`src/rtl/simple_io_port.sv`:
```
// rtl/simple_io_port.sv - SIMPLE core I/O port: OUT FIFO paced onto 4-digit 7-seg display, synchronized IN switches
// Optional switch debounce enabled by defining SIMPLE_IO_DEBOUNCE_EN.
module simple_io_port #(
    parameter int FIFO_DEPTH      = 4,
    parameter int HOLD_CYCLES     = 1000000,
    parameter int SCAN_DIV        = 1024,
    parameter int DEBOUNCE_CYCLES = 16
) (
    input  logic        clock,
    input  logic        reset,
    input  logic        systemRunning,
    input  logic        outputEnable,
    input  logic [15:0] outData,
    input  logic        inputEnable,
    output logic [15:0] inData,
    output logic        inRead,
    input  logic [15:0] switches,
    output logic        outFull,
    output logic        overflow,
    output logic [3:0]  digitSel,
    output logic [7:0]  segData
);
    localparam int AW = $clog2(FIFO_DEPTH);
    localparam int CW = AW + 1;
    localparam int HW = $clog2(HOLD_CYCLES + 1);
    localparam int SW = (SCAN_DIV > 1) ? $clog2(SCAN_DIV) : 1;

    if (FIFO_DEPTH < 2 || (FIFO_DEPTH & (FIFO_DEPTH - 1)) != 0 || HOLD_CYCLES < 1 ||
        SCAN_DIV < 1 || DEBOUNCE_CYCLES < 1) begin : g_bad_params
        $error("simple_io_port: illegal parameter set");
    end

    logic [15:0]   mem [FIFO_DEPTH];
    logic [AW-1:0] wr_ptr, rd_ptr;
    logic [CW-1:0] count, count_next;
    logic          full, pop, push, strobe_out;
    logic [15:0]   disp_reg;
    logic [HW-1:0] hold_cnt;
    logic          hold_done;
    logic [SW-1:0] scan_cnt;
    logic [1:0]    digit_idx;
    logic [3:0]    nibble;
    logic [6:0]    seg7;
    logic [15:0]   sync1, sync2;

    assign full       = (count == CW'(FIFO_DEPTH));
    assign pop        = (count != '0) && hold_done;
    assign strobe_out = outputEnable && systemRunning;
    // A pop in the same cycle frees a slot, so a full FIFO still accepts.
    assign push       = strobe_out && (!full || pop);

    always_comb begin
        count_next = count;
        if (push && !pop) begin
            count_next = count + CW'(1);
        end else if (pop && !push) begin
            count_next = count - CW'(1);
        end
    end

    always_ff @(posedge clock) begin
        if (push) begin
            mem[wr_ptr] <= outData;
        end
    end

    always_ff @(posedge clock or posedge reset) begin
        if (reset) begin
            wr_ptr   <= '0;
            rd_ptr   <= '0;
            count    <= '0;
            outFull  <= 1'b0;
            overflow <= 1'b0;
        end else begin
            if (push) wr_ptr <= wr_ptr + AW'(1);
            if (pop)  rd_ptr <= rd_ptr + AW'(1);
            count   <= count_next;
            outFull <= (count_next == CW'(FIFO_DEPTH));
            if (strobe_out && full && !pop) overflow <= 1'b1;
        end
    end

    always_ff @(posedge clock or posedge reset) begin
        if (reset) begin
            disp_reg  <= '0;
            hold_cnt  <= '0;
            hold_done <= 1'b1;
        end else if (pop) begin
            disp_reg  <= mem[rd_ptr];
            hold_cnt  <= '0;
            hold_done <= 1'b0;
        end else if (!hold_done) begin
            if (hold_cnt == HW'(HOLD_CYCLES - 1)) begin
                hold_done <= 1'b1;
            end else begin
                hold_cnt <= hold_cnt + HW'(1);
            end
        end
    end

    always_ff @(posedge clock or posedge reset) begin
        if (reset) begin
            scan_cnt  <= '0;
            digit_idx <= '0;
        end else if (scan_cnt == SW'(SCAN_DIV - 1)) begin
            scan_cnt  <= '0;
            digit_idx <= digit_idx + 2'd1;
        end else begin
            scan_cnt <= scan_cnt + SW'(1);
        end
    end

    always_comb begin
        nibble = disp_reg[{digit_idx, 2'b00} +: 4];
        seg7   = 7'h7F;
        case (nibble)
            4'h0: seg7 = 7'h40;
            4'h1: seg7 = 7'h79;
            4'h2: seg7 = 7'h24;
            4'h3: seg7 = 7'h30;
            4'h4: seg7 = 7'h19;
            4'h5: seg7 = 7'h12;
            4'h6: seg7 = 7'h02;
            4'h7: seg7 = 7'h78;
            4'h8: seg7 = 7'h00;
            4'h9: seg7 = 7'h10;
            4'hA: seg7 = 7'h08;
            4'hB: seg7 = 7'h03;
            4'hC: seg7 = 7'h46;
            4'hD: seg7 = 7'h21;
            4'hE: seg7 = 7'h06;
            4'hF: seg7 = 7'h0E;
            default: seg7 = 7'h7F;
        endcase
    end

    // Decimal point on digit 0 flags a dropped OUT value.
    assign segData  = {~(overflow && (digit_idx == 2'd0)), seg7};
    assign digitSel = ~(4'b0001 << digit_idx);

    always_ff @(posedge clock or posedge reset) begin
        if (reset) begin
            sync1  <= '0;
            sync2  <= '0;
            inRead <= 1'b0;
        end else begin
            sync1  <= switches;
            sync2  <= sync1;
            inRead <= inputEnable && systemRunning;
        end
    end

`ifdef SIMPLE_IO_DEBOUNCE_EN
    localparam int DW = $clog2(DEBOUNCE_CYCLES + 1);
    logic [15:0]   cand;
    logic [DW-1:0] stable_cnt;

    always_ff @(posedge clock or posedge reset) begin
        if (reset) begin
            cand       <= '0;
            stable_cnt <= '0;
            inData     <= '0;
        end else if (sync2 != cand) begin
            cand       <= sync2;
            stable_cnt <= '0;
        end else if (stable_cnt == DW'(DEBOUNCE_CYCLES - 1)) begin
            inData <= cand;
        end else begin
            stable_cnt <= stable_cnt + DW'(1);
        end
    end
`else
    always_ff @(posedge clock or posedge reset) begin
        if (reset) begin
            inData <= '0;
        end else begin
            inData <= sync2;
        end
    end
`endif
endmodule

```
`config.mk`:
```
export PLATFORM = sky130hd
export DESIGN_NAME = simple_io_port
export DESIGN_NICKNAME = d
export VERILOG_FILES = /design/src/rtl/simple_io_port.sv
export SDC_FILE = /design/constraint.sdc
export NUM_CORES = 1
export LEC_CHECK = 0
export ABC_AREA = 1
export CORE_MARGIN = 2
export CORE_UTILIZATION = 35
export DETAILED_ROUTE_END_ITERATION = 8
export PLACE_DENSITY = 0.49
export SYNTH_ARGS = -nofsm -noshare
export SYNTH_HDL_FRONTEND = slang
export SYNTH_SLANG_ARGS = --single-unit
```
`constraint.sdc`:
```
create_clock -name clock -period 10.15 [get_ports clock]
set_clock_uncertainty 0.2 [all_clocks]
set_input_delay 2.03 -clock clock [delete_from_list [all_inputs] [get_ports clock]]
set_output_delay 2.03 -clock clock [all_outputs]
set_load 0.01 [all_outputs]
```
; Word-level counts from Yosys, hierarchy flattened
; Memory sizes are Yosys's and may differ from the RTL's. A register that Yosys moved wholly into a read port is not among the register bits.
; Cells that the tools add are included.
[word_totals]
mem_count = 2
ramBits = 64
output_inout_bits = 31
rom_bits = 112
word_cells = 59
register_bits = 91
input_bits = 37
[mem_list]
columns = name, words, width, rd, rd_clocked_by_memory_dff, write_ports, line_no
row1 = (no name shown), 16, 7, 1, 0, 0, 116  ; case (nibble)
row2 = mem, 4, 16, 1, 1, 1, 33  ; logic [15:0] mem [FIFO_DEPTH];
[op_classes]
n_reduce_logical = 16
n_bitwise = 2
n_shift = 2
addsub = 7
muxes = 11
n_eq_ne = 6
[op_table]
columns = cell, n
row1 = $mux W20, 3
row2 = $add A20 B1 Y20 const B, 1
row3 = $eq A20 B20 Y1 const B, 1
row4 = $shiftx A16 B5 Y4, 1
row5 = $add A10 B1 Y10 const B, 1
row6 = $eq A10 B10 Y1 const B, 1
row7 = $mux W10, 1
row8 = $logic_and A1 B1 Y1, 9
row9 = $add A2 B1 Y2 const B, 3
row10 = $eq A3 B3 Y1 const B, 2
row11 = $mux W3, 2
row12 = $mux W1, 5
row13 = $ne A2 B2 Y1 const B, 2
row14 = $not A4 Y4, 1
row15 = $shl A1 B2 Y4 const A, 1
row16 = $add A3 B1 Y3 const B, 1
row17 = $logic_not A1 Y1, 3
row18 = $reduce_bool A3 Y1, 1
row19 = $sub A3 B1 Y3 const B, 1
row20 = $logic_not A2 Y1, 1
row21 = $reduce_and A2 Y1, 1
row22 = $logic_or A1 B1 Y1, 1
row23 = $not A1 Y1, 1

; Depth between registers and ports, before layout
[logic_depth]
word_depth = 9
ltp_mapped = 11
depth_no_buf = 10

; Worst setup path before layout
; OpenSTA, ideal clock, no wires.
[synth_path]
path_type = reg2out
startpoint = register digit_idx[0]
endpoint = output segData[2]
n_path_buf = 1
stages_incl_launch_ff = 9
required_ps = 7920
arrival_time_ps = 1555
setup_slack_ps = 6365
cell_sequence = dfrtp_1 buf_2 inv_2 nand2_1 nand3_1 nand2_1 inv_1 ha_1 o31ai_1
[synth_via]
elab_chain_len = 2
[synth_rtl]
columns = item, line_no
row1 = "start, declared", 41  ; logic [1:0] digit_idx;
row2 = "start signal, assigned", 107  ; digit_idx <= digit_idx + 2'd1;
row3 = $shiftx A16 B5 Y4, 114  ; nibble = disp_reg[{digit_idx, 2'b00} +: 4];
row4 = $mem_v2 Z16 W7, n/a
row5 = "end, declared", 21  ; output logic [7:0] segData
; No other way between the ends.

; Worst setup path after layout
; Same ends and word-level chain as after synthesis.

==> out/qor.yml <==
drt:
  drt.antenna.violating_nets: 0
  vias_per_cell: 4.58
  wl_per_cell_um: 13.7
  first_pass_iters: 5
  initialDrtViolationCount: 287
  routed_wl_um: 14400
  vias: 4803
  drcViolationCount: 0
clock_tree:
  cts_tree: "done"
  clock_path_buffers: 2
  cts.sinks: 171
  postCtsSetupBuffers: 0
  ctsResizeCount: 0
  cts.clk_slew.worst_paths_ns: 0.06
  cts_hold_buf: 0
  cts_buffers: 17
  htree_levels: 4
  clk_latency_ns: 0.42
  root_buffer: "clkbuf_16"
layout:
  regMostFlops: "mem"
  finalInstanceArea_mm2: 0.00864
  final_nets: 822
  diodes: 0
  largest_register_ffs: 64
  top_regs: "mem x64, hold_cnt x20"
  stdcell_count: 1049
  areaGrowthSynthToFinish_pct: 22.0
  drive_gt1_share_pct: 6.29
timing:
  finalSetupViolations: 0
  max_slew_margin_pct: 26.2
  maxSlewViolCount: 0
  fin_crit_ns: 4.97
  min_period_over_period_pct: 49.0
  fin_ws_ns: 5.18
  rsz0062_at_grt: "false"
  fmax_ghz: 0.201
  setup_tns_ns: 0
  worst_pin_slew_ns: 1.11
  hold_viol_final: 0
floorplan:
  rows: 52
  io_pins: 68
  die_w_um: 146
  die_h_um: 146
  core-area_mm2: 0.0200
  die-area_mm2: 0.0214
  initial_core_util_pct: 35.4
setup_path:
  required_ns: 7.92
  crit_type: "register to output pin"
  worstSetupEndpointType: "output pin"
  path_max_fanout: 11
  arrival_ns: 2.74
  startpoint_type: "register"
worst_hold_path:
  hp-class: "register to register"
power_and_ir_drop:
  power_per_cell_area_mw_per_mm2: 180
  p_switching_uw: 350
  cellLeakagePower_nw: 3.77
  clock_power_share_pct: 42.4
  intPower_mw: 1.21
  switching_share_pct: 22.4
  ir_drop_mv: 0.123
  power_frac_comb_pct: 7.4
  seq_power_share_pct: 50.1
global_route:
  grt_pass1_vias: 4810
  grt-ovfl-total: 0
  grt_max_degree: 88
  grt_antenna_before_repair: 0
  track_usage_pct: 14.2
  grt_pass1_wl_um: 24200
run_status:
  status: "finished, final reports clean"
job:
  cap_violations: 0
synthesis:
  synth_nets: 751
  yosysTopAreaCellShare_pct: 37.4
  synth_top_area_cell: "dfrtp_1"
  ys_types: 30
  synth_cells: 695
  synth-edff-count: 64
  synth-seq-cells: 171
  async_flop_share_pct: 62.6
  seq_area_frac_synth_pct: 64.9
  syn_area_per_cell_um2: 10.2
  synth.area.top_cells: "dfrtp_1, edfxtp_1, nand2_1, nor2_1, nand3_1"
  synth_ff_type: "dfrtp_1"
  netlist_area_mm2: 0.00709
  synth_common_cells: "nand2_1, nor2_1, dfrtp_1, edfxtp_1, inv_1"
  yosys_warnings: 0
  post-synth-top-count-cell: "nand2_1"
placement:
  portBuffers: 67
  routabilityCongestion: 0.791
  dp.final_hpwl_um: 9650
  dp_slack_ns: 5.64
  dpl_cell_area_mm2: 0.00803
  place_inst: 1017
==> power by group through the flow <==
stage	registers [mW]	clock network (mW)	logic (mW)
6_report	0.781	0.661	0.116
4_1_cts	0.781	0.680	0.119
5_1_grt	0.785	0.709	0.133
3_3_place_gp	0.793	0	0.112
3_5_place_dp	0.795	0	0.117
2_1_floorplan	0.793	0	0.0637
==> cell type report <==
class | count | area [um^2]
fillers | 1937 | 11400
flip-flops and latches | 171 | 4600
multi-input cells | 439 | 2130
repair buffers | 73 | 716
clock buffers | 22 | 488
well taps | 270 | 338
inverters | 64 | 243
clock inverters | 10 | 125
==> cell usage in the layout (no fill, tap or decap), drive strengths merged, types with 6 or more instances in the layout <==
cell type        n
nand4           11
nand3           50
clkdlybuf4s50   67
nand2          144
ha              19
clkbuf          22
dfrtp          106
inv             68
xor2            13
edfxtp          64
nor2           126
a31oi           14
o21ai           45
buf              6
==> through the flow <==
step / util (%) / hold slack (ns) / total power, mW
2_1_floorplan: - / 0.131 / 0.857
5_1_grt: 43.1 / 0.160 / 1.63
4_1_cts: 43.1 / 0.149 / 1.58
3_5_place_dp: 40.1 / 0.135 / 0.912
3_3_place_gp: 40.1 / 0.132 / 0.905
6_report: 43.1 / 0.148 / 1.56
==> kinds of logic after synthesis <==
family / synth area share (%)
compound gates: 5.16
xor+xnor: 1.98
fa+ha+maj: 3.36
buf+inv: 4.98
flops: 64.9
simple gates: 19.6
==> final timing paths <==
path / startpoint / end / slack [ns] / depth (start not counted)
max in group asynchronous: reset / hold_cnt[16]$_DFFE_PP0P_ / 6.68 / 3
worst max-delay path: digit_idx[0]$_DFFE_PP0N_ / segData[2] / 5.18 / 8
min in group asynchronous: reset / sync1[9]$_DFF_PP0_ / 1.69 / 2
worst min-delay path: sync2[6]$_DFF_PP0_ / inData[6]$_DFF_PP0_ / 0.15 / 0
worst max register to register: count[0]$_DFF_PP0_ / disp_reg[4]$_DFFE_PP0N_ / 7.25 / 7
worst min register to register: sync2[6]$_DFF_PP0_ / inData[6]$_DFF_PP0_ / 0.15 / 0
==> routing by layer <==
metal  share of wire (%)  wire [um]  vias to the layer above  GRT usage, %
li1                    -          -                     2405             -
met1                  47       6810                     2299          18.7
met2                  48       6960                       77          23.2
met3                 2.4        348                       22          2.84
met4                 1.7        251                        0          5.53
met5                   0          0                        -             0
==> critical path, cell delays in order (launching register included) <==
cell and delay (ns):
dfrtp_1 0.54, inv_2 0.18, nand2_1 0.10, nand3_1 0.06
nand2_1 0.19, inv_1 0.09, ha_1 0.22, o31ai_1 0.31
clkdlybuf4s50_1 0.63
Note: power is estimated with default switching activity, not from simulation.
